## src/rtl/s5_mbox.sv

```systemverilog
// rtl/s5_mbox.sv - Wishbone single-word mailbox with TX/RX word FIFOs and sticky error flags
module s5_mbox #(
    parameter int DEPTH = 8
) (
    input  logic                   clk_i,
    input  logic                   rst_n_i,
    input  logic                   wb_cyc_i,
    input  logic                   wb_stb_i,
    input  logic                   wb_we_i,
    input  logic [3:0]             wb_sel_i,
    input  logic [31:0]            wb_dat_i,
    output logic                   wb_ack_o,
    output logic [31:0]            wb_dat_o,
    output logic                   wb_stall_o,
    output logic                   wb_err_o,
    output logic [31:0]            tx_data_o,
    output logic                   tx_valid_o,
    input  logic                   tx_ready_i,
    input  logic [31:0]            rx_data_i,
    input  logic                   rx_valid_i,
    output logic                   rx_ready_o,
    output logic [$clog2(DEPTH):0] tx_level_o,
    output logic [$clog2(DEPTH):0] rx_level_o,
    output logic                   ovf_o,
    output logic                   udf_o,
    input  logic                   clr_i
);
    localparam int AW = $clog2(DEPTH);
    localparam int LW = AW + 1;
    localparam logic [LW-1:0] FULL = LW'(DEPTH);

    logic [31:0]   tx_mem [DEPTH];
    logic [31:0]   rx_mem [DEPTH];

    logic [AW-1:0] tx_wr_ptr_q, tx_wr_ptr_d, tx_rd_ptr_q, tx_rd_ptr_d;
    logic [AW-1:0] rx_wr_ptr_q, rx_wr_ptr_d, rx_rd_ptr_q, rx_rd_ptr_d;
    logic [LW-1:0] tx_level_q, tx_level_d, rx_level_q, rx_level_d;
    logic          ack_q, ack_d;
    logic [31:0]   dat_q, dat_d;
    logic          ovf_q, ovf_d, udf_q, udf_d;

    logic          req, wr_req, rd_req;
    logic          tx_full, tx_empty, rx_full, rx_empty;
    logic          tx_push, tx_pop, rx_push, rx_pop;
    logic [31:0]   wr_data;

    // Full/empty come from the registered levels, so they reflect the state
    // before any push or pop happening on the same edge.
    always_comb begin
        req      = wb_cyc_i & wb_stb_i & ~ack_q;
        wr_req   = req & wb_we_i;
        rd_req   = req & ~wb_we_i;
        tx_full  = (tx_level_q == FULL);
        tx_empty = (tx_level_q == '0);
        rx_full  = (rx_level_q == FULL);
        rx_empty = (rx_level_q == '0);
        tx_push  = wr_req & ~tx_full;
        tx_pop   = ~tx_empty & tx_ready_i;
        rx_push  = rx_valid_i & ~rx_full;
        rx_pop   = rd_req & ~rx_empty;
        wr_data  = '0;
        for (int b = 0; b < 4; b++) begin
            wr_data[8*b +: 8] = wb_sel_i[b] ? wb_dat_i[8*b +: 8] : 8'h00;
        end
    end

    always_comb begin
        tx_wr_ptr_d = tx_push ? tx_wr_ptr_q + AW'(1) : tx_wr_ptr_q;
        tx_rd_ptr_d = tx_pop  ? tx_rd_ptr_q + AW'(1) : tx_rd_ptr_q;
        rx_wr_ptr_d = rx_push ? rx_wr_ptr_q + AW'(1) : rx_wr_ptr_q;
        rx_rd_ptr_d = rx_pop  ? rx_rd_ptr_q + AW'(1) : rx_rd_ptr_q;

        tx_level_d = tx_level_q;
        if (tx_push && !tx_pop) begin
            tx_level_d = tx_level_q + LW'(1);
        end else if (tx_pop && !tx_push) begin
            tx_level_d = tx_level_q - LW'(1);
        end

        rx_level_d = rx_level_q;
        if (rx_push && !rx_pop) begin
            rx_level_d = rx_level_q + LW'(1);
        end else if (rx_pop && !rx_push) begin
            rx_level_d = rx_level_q - LW'(1);
        end

        ack_d = req;
        dat_d = dat_q;
        if (rd_req) begin
            dat_d = rx_empty ? 32'h0 : rx_mem[rx_rd_ptr_q];
        end

        // A set event on the same edge as clr_i keeps the flag high.
        ovf_d = (wr_req & tx_full)  ? 1'b1 : (clr_i ? 1'b0 : ovf_q);
        udf_d = (rd_req & rx_empty) ? 1'b1 : (clr_i ? 1'b0 : udf_q);
    end

    always_ff @(posedge clk_i or negedge rst_n_i) begin
        if (!rst_n_i) begin
            tx_wr_ptr_q <= '0;
            tx_rd_ptr_q <= '0;
            rx_wr_ptr_q <= '0;
            rx_rd_ptr_q <= '0;
            tx_level_q  <= '0;
            rx_level_q  <= '0;
            ack_q       <= 1'b0;
            dat_q       <= '0;
            ovf_q       <= 1'b0;
            udf_q       <= 1'b0;
        end else begin
            tx_wr_ptr_q <= tx_wr_ptr_d;
            tx_rd_ptr_q <= tx_rd_ptr_d;
            rx_wr_ptr_q <= rx_wr_ptr_d;
            rx_rd_ptr_q <= rx_rd_ptr_d;
            tx_level_q  <= tx_level_d;
            rx_level_q  <= rx_level_d;
            ack_q       <= ack_d;
            dat_q       <= dat_d;
            ovf_q       <= ovf_d;
            udf_q       <= udf_d;
        end
    end

    always_ff @(posedge clk_i) begin
        if (tx_push) begin
            tx_mem[tx_wr_ptr_q] <= wr_data;
        end
        if (rx_push) begin
            rx_mem[rx_wr_ptr_q] <= rx_data_i;
        end
    end

    assign wb_ack_o   = ack_q;
    assign wb_dat_o   = dat_q;
    assign wb_stall_o = 1'b0;
    assign wb_err_o   = 1'b0;
    assign tx_valid_o = ~tx_empty;
    assign tx_data_o  = tx_mem[tx_rd_ptr_q];
    assign rx_ready_o = ~rx_full;
    assign tx_level_o = tx_level_q;
    assign rx_level_o = rx_level_q;
    assign ovf_o      = ovf_q;
    assign udf_o      = udf_q;
endmodule
```

## config.mk

```make
export PLATFORM = sky130hd
export DESIGN_NAME = s5_mbox
export DESIGN_NICKNAME = d
export VERILOG_FILES = /design/src/rtl/s5_mbox.sv
export SDC_FILE = /design/constraint.sdc
export NUM_CORES = 1
export LEC_CHECK = 0
export ABC_AREA = 1
export ABC_CLOCK_PERIOD_IN_PS = 3200
export CORE_MARGIN = 2
export CORE_UTILIZATION = 53
export DETAILED_ROUTE_END_ITERATION = 8
export PLACE_DENSITY = 0.79
export SYNTH_ARGS = -nofsm -noshare
export SYNTH_HDL_FRONTEND = slang
export SYNTH_SLANG_ARGS = --single-unit
```

## constraint.sdc

```tcl
create_clock -name clk_i -period 3.2 [get_ports clk_i]
set_input_delay 0.64 -clock clk_i [delete_from_list [all_inputs] [get_ports clk_i]]
set_output_delay 0.64 -clock clk_i [all_outputs]
set_load 0.01 [all_outputs]
```

==> results of run 1 <==
-- cells in the mapped netlist, drive strengths merged --
cell / number
nand2: 572
nand3: 204
fa: 2
inv: 252
conb: 1
o21ai: 197
or2: 3
nor2: 206
xnor2: 4
xor2: 4
nor3: 8
dfrtp: 55
buf: 80
o22ai: 2
clkbuf: 30
ha: 10
edfxtp: 512
-- per-stage QoR --
| step | setup TNS (ns) | area (um^2) | worst slack [ns] | util, % | hold WS [ns] |
|---|---|---|---|---|---|
| global placement | 0 | 25900 | 0.330 | 58.8 | 0.464 |
| CTS | 0 | 27900 | 0.00619 | 63.3 | 0.0906 |
| detailed placement | 0 | 25900 | 0.315 | 58.8 | 0.471 |
| finish | -0.0292 | 28100 | -0.0292 | 63.8 | 0.0779 |
| global route | -0.183 | 28100 | -0.157 | 63.8 | 0.120 |
| floorplan | -123.07 | 23600 | -0.481 | - | 0.344 |
-- power groups by stage --
stage          Combinational (mW)  Sequential, mW  Clock, mW
2_1_floorplan                5.07            9.62          0
3_3_place_gp                 7.77            9.66          0
3_5_place_dp                 8.05            9.70          0
4_1_cts                      8.33            9.53       6.82
5_1_grt                      9.50            9.64       7.13
6_report                     8.68            9.56       6.74
-- layout make-up --
cell class                 instances  share of cell area (%)
inverter                         252                    3.42
multi-input combinational       1214                    19.0
tap                              592                    2.64
timing repair buffer             199                    8.42
clock buffer                      72                    5.48
sequential                       567                    59.7
clock inverter                    30                    1.35
-- worst min-delay path by stage --
stage	from	endpoint	slack, ns
after detailed placement	wb_dat_o[24]	wb_dat_o[24]	0.47
after global routing	rst_n_i	wb_dat_o[28]	0.12
after global placement	wb_dat_o[29]	wb_dat_o[29]	0.46
after CTS	rst_n_i	wb_dat_o[28]	0.09
after floorplan	rst_n_i	ovf_o	0.34
final	rst_n_i	wb_dat_o[28]	0.08
-- critical path: stages, from the launching register on --
cell	delay [ns]
dfrtp_4	0.56
clkbuf_16	0.29
nor2_1	0.08
nor2_1	0.09
o21ai_0	0.14
o21ai_1	0.13
nand2_1	0.09
nand2_1	0.10
clkdlybuf4s50_1	0.53
-- timing repair --
| item | in CTS | in global routing |
|---|---|---|
| resized for setup | 4 | 26 |
| buffers inserted | 3 | 1 |
| endpoints found under the setup margin | 32 | 30 |
| cloned | 1 | 6 |
| pin swaps | 0 | 1 |
-- flip-flops by register name, summed over array words and instances, names as in the netlist --
register and cells:
tx_wr_ptr_q 3, rx_wr_ptr_q 3, wb_dat_o 32, tx_rd_ptr_q 3
tx_level_o 4, ovf_o 1, rx_mem 256, rx_level_o 4
rx_rd_ptr_q 3, wb_ack_o 1, tx_mem 256, udf_o 1
-- placed cells by master (no fill, tap or decap), drive strengths merged, types with 10 or more instances in the layout --
cell,Yosys,final
dlymetal6s2s,0,14
dfrtp,55,55
nand2,572,572
o21ai,197,197
clkdlybuf4s50,0,137
nor2,206,206
nand3,204,204
clkbuf,30,78
clkinv,0,23
buf,80,42
inv,252,250
ha,10,10
edfxtp,512,512
-- cell families after synthesis --
family | share of synthesized area [%]
simple gates | 17.0
flops | 71.1
buf+inv | 6.65
compound gates | 4.24
fa+ha+maj | 0.701
xor+xnor | 0.297
other cells | 0.0159
-- metal layers --
layer / part of all wire [%] / global-route usage [%] / wire, um / vias up
met5: 0.022 / 0 / 12 / -
li1: - / - / - / 7386
met3: 8.9 / 4.43 / 4940 / 118
met4: 2.3 / 8.10 / 1290 / 2
met2: 51 / 40.1 / 28500 / 789
met1: 37 / 28.3 / 20800 / 7675
==> flow_summary.yaml, run 1 <==
power:
  intPower_mw: 16.4
  p_sw_mw: 8.60
  combPwrFrac_pct: 34.7
  p_seq_share_pct: 38.3
  p_sw_share_pct: 34.4
  power_mw: 25.0
  clkPwrFrac_pct: 27.0
  peakVddDrop_mv: 0.633
  power.density_mw_per_mm2: 889
  power_leakage_nw: 11.4
sta:
  worst_pin_slew_ns: 0.862
  timing.fmax_mhz: 310
  min_period_ns: 3.23
  fin_crit_sh_pct: 101
  drv_slew: 0
  final_hold_viol_count: 0
  setup_viol: 1
  fin_ws_ns: -0.0292
  slew_headroom_pct: 42.6
  skew_ns: 0.0280
clock_tree:
  path_clk_slew_ns: 0.06
  hold_buffers: 0
  cts.path.max_buffers: 3
  clk_latency_ns: 0.60
  clockRootBuffer: "clkbuf_16"
  cts_tree: "built"
  cts.htree.levels: 2
  cts_made_buffers: 54
  clock-sinks: 567
worst_setup_path:
  r2r-end: "tx_level_o[3]"
  critPathRequiredTime_ns: 2.56
  cp_data_arrival_time_ns: 2.59
  end_kind: "output port"
  reg2reg_slack_ns: 0.96
  crit_path_end: "tx_data_o[10]"
  worst_setup_path_start_kind: "flip-flop"
  crit_type: "flip-flop to output port"
  crit-reg2reg-launch: "tx_level_o[0]"
  reg2regPathDepth: 13
  path_max_fanout: 32
  crit_path_start: "tx_rd_ptr_q[0]"
layout:
  area_growth_pct: 19.3
  fillers: 3107
  diodes: 0
  drive_gt1_share_pct: 7.16
  finalNonFillerCells: 2926
  nNetsFinal: 2376
  regArea_mm2: 0.0168
  multi_input_area_mm2: 0.00535
synth:
  syn_avg_cell_area_um2: 11.0
  synth.distinct_cells: 28
  seq_area_frac_synth_pct: 71.1
  synth_cells: 2142
  synth_area_leaders: "edfxtp_1 (65%), nand2_1 (9.1%), dfrtp_1 (5.8%), nand3_1 (4.3%), inv_1 (4.0%)"
  yosys_register_bits: 567
  syn_area_mm2: 0.0236
  yosysWarnings: 0
  synth_top_area_share_pct: 65.3
  synth_top_cell_by_area: "edfxtp_1"
grt:
  grt_pass1_wl_um: 82700
  grt_use_total_pct: 22.8
  grt_max_degree: 77
  grt_overflow: 0
  grt_pass1_vias: 15585
  antenna_found_initial: 2
status:
  violations: "setup timing"
  status: "finished with violations"
drt:
  drt_iter0_markers: 1524
  route.detailed.drc: 0
  ant_nets: 0
  wl_um: 55500
  dr.pass1.iters: 8
  vias_per_cell: 5.46
  dr_total_vias: 15970
  post_drt_wl_per_cell_um: 19.0
floorplanning:
  start_util_pct: 53.5
  rows: 77
  die_area_mm2: 0.0462
  io_pins: 155
  coreArea_mm2: 0.0440
  die_h_um: 215
  die_width_um: 215
place:
  dpl.cell_count: 2813
  hpwlAfterDp_um: 27900
  routabilityCongestion: 0.759
  port_buffers: 152
job:
  maxCapViolCount: 0
worst_hold_path:
  hold_path.class: "input port to async pin"
(Power assumes the default switching activity.)
==> run 2: changes to the inputs <==
- CAP_MARGIN: not set -> 5
- SLEW_MARGIN: not set -> 20
==> results of run 2 <==
Final layout, timing and power as in run 1 (identical DEF).
==> patch (settings of run 2) <==
Register the output `tx_level_o` once more, without a reset; this adds one clock of latency there. The other outputs are not delayed to match.
--- a/src/rtl/s5_mbox.sv
+++ b/src/rtl/s5_mbox.sv
@@ -137,7 +137,9 @@
     assign tx_valid_o = ~tx_empty;
     assign tx_data_o  = tx_mem[tx_rd_ptr_q];
     assign rx_ready_o = ~rx_full;
-    assign tx_level_o = tx_level_q;
+    always_ff @(posedge clk_i) begin
+        tx_level_o <= tx_level_q;
+    end
     assign rx_level_o = rx_level_q;
     assign ovf_o      = ovf_q;
     assign udf_o      = udf_q;
Behaviour: not the same (Yosys sat finds a counterexample within 4 cycles, from zero or initial values and one cycle with rst_n_i low).
==> patch against run 2 <==
Core utilization rose by 0.28 points. Clock power about the same. Clock skew hardly changed. Setup slack improved by 0.082 ns. Final area grew 0.66%. Routed wire length increased by 0.90%. Synthesized cell count up 0.19%. Sequential cell count is 4 higher. Synthesized area up 0.33%. Power increased by 1.1%. Non-clock buffer count is 13 higher. Highest routed layer unchanged.
==> patch: results (changes against run 2) <==
All-Layer GR Usage 23.3% (+0.44 points); largest net degree at the start of global routing 130 (+69%); static leakage 11.5 nW (+0.58%); DRT iter0 DRCs 1715 (+13%); VDD IR max 0.692 mV (+9.3%); number of distinct library cells after synthesis 29 (+3.6%); clk_skew 0.0281 ns (+0.0000281 ns); placed cells 2822 (+0.32%); global-route met1 utilization 29.1% (+0.89 points); CP max stage cell clkdlybuf4s50_1; CTS Root Cell clkbuf_16; Slew headroom 43.1% (+0.49 points); hpwl dp 28200 um (+0.94%); via density per instance 5.45 (-0.23%); CTS Buf Count 54 (unchanged); vias in the first global route 15996 (+2.6%); DRT Pass-1 Iters 5 (-3); Final Net Count 2394 (+0.76%); asr flop ratio synth 9.63% (-0.068 points); first-pass GRT wire length 84200 um (+1.8%); Avg Cell Area, Syn 11.0 sq um (+0.14%); EDFF count, synth 512 (unchanged); fraction of the yosys area taken by sequential cells 71.2% (+0.11 points); gp weighted congestion 0.752 (-0.90%); largest fanout on the critical path 16 (-50%); layout cells sized above 1 7.57% (+0.42 points); initial antenna violation count 6 (+4); outcome finished clean; clk_lat worst skew 0.61 ns; Hold Crit Class register to register; wire length per cell 19.0 um (+0.18%); final WL 56000 um (+0.90%); routing usage on met3 4.36% (-0.071 points); top cells by count, synth nand2_1, edfxtp_1, inv_1; top cells by area, synth edfxtp_1, nand2_1, dfrtp_1, nand3_1, inv_1; GRT met2 Usage 40.3% (+0.24 points)
-- patch: cell count changes after synthesis --
cell | before | now
dfxtp_1 | 0 | 4
buf_1 | 4 | 3
clkbuf_1 | 22 | 25
buf_2 | 56 | 54
-- patch: cell type report --
cell class	instances	area, sq um
Antenna cell	5	12.5
Clock buffer	64	1420
Clock inverter	36	479
Fill cell	3092	15800
Inverter	252	962
Multi-Input combinational cell	1214	5350
Sequential cell	571	16800
Tap cell	592	741
Timing Repair Buffer	212	2470
Timing Repair inverter	1	8.76
-- patch: metal layers --
layer	part of all wire [%]	vias to the layer above
li1	-	7425
met1	39	7710
met2	50	758
met3	8.3	151
met4	3.1	4
met5	0.055	-
-- patch: final timing paths --
path,from,to,depth (start not counted),slack [ns]
worst max-delay path,tx_rd_ptr_q[0],tx_data_o[23],8,0.05
worst min-delay path,tx_level_q[2],tx_level_o[2],0,0.47
worst max register to register,tx_level_q[0],tx_level_q[3],12,0.84
worst min register to register,tx_level_q[2],tx_level_o[2],0,0.47
max in group asynchronous,rst_n_i,rx_rd_ptr_q[0],3,1.87
min in group asynchronous,rst_n_i,wb_dat_o[28],2,0.56
-- patch: cells by family (layout without fill, tap and decap cells) --
kind of cell	after synthesis	in the layout	synth area share [%]
AOI/OAI and AO/OA	199	199	4.22
DFF	571	571	71.2
buffers and inverters	362	565	6.62
other	1	7	0.0159
adders and majority gates	12	12	0.699
xor gates and xnor gates	8	8	0.296
and+or+nand+nor	993	993	17.0
-- patch: report_power, final --
group          switching (W)  total (W)  internal, W
registers           0.000567    0.00967      0.00910
clock network        0.00280    0.00673      0.00393
logic                0.00540    0.00886      0.00346
total                0.00876     0.0253       0.0165
-- patch: timing repair --
item                                   4_1_cts  5_1_grt
resized for setup                            8       34
setup endpoints to repair                   31       31
gates cloned                                 4        5
endpoints found under the hold margin        6        0
hold buffers                                 1        0
setup buffers                                4        6
-- patch: worst max-delay path, delay by kind of cell (launching register included) --
kind | cells | cell delay, ns
AO/OA/AOI/OAI | 2 | 0.24
buffers and inverters | 4 | 1.06
flip-flops | 1 | 0.45
AND/OR/NAND/NOR | 2 | 0.15
-- patch: stage by stage --
stage	area [sq um]	setup slack, ns	utilization, %	hold WS [ns]	setup TNS, ns
after detailed placement	26000	0.282	58.9	0.449	0
after global routing	28300	-0.0532	64.1	0.480	-0.147
after global placement	26000	0.325	58.9	0.430	0
final	28300	0.0528	64.1	0.466	0
after CTS	28100	0.00311	63.6	0.465	0
after floorplan	23600	-0.481	-	0.344	-123.07
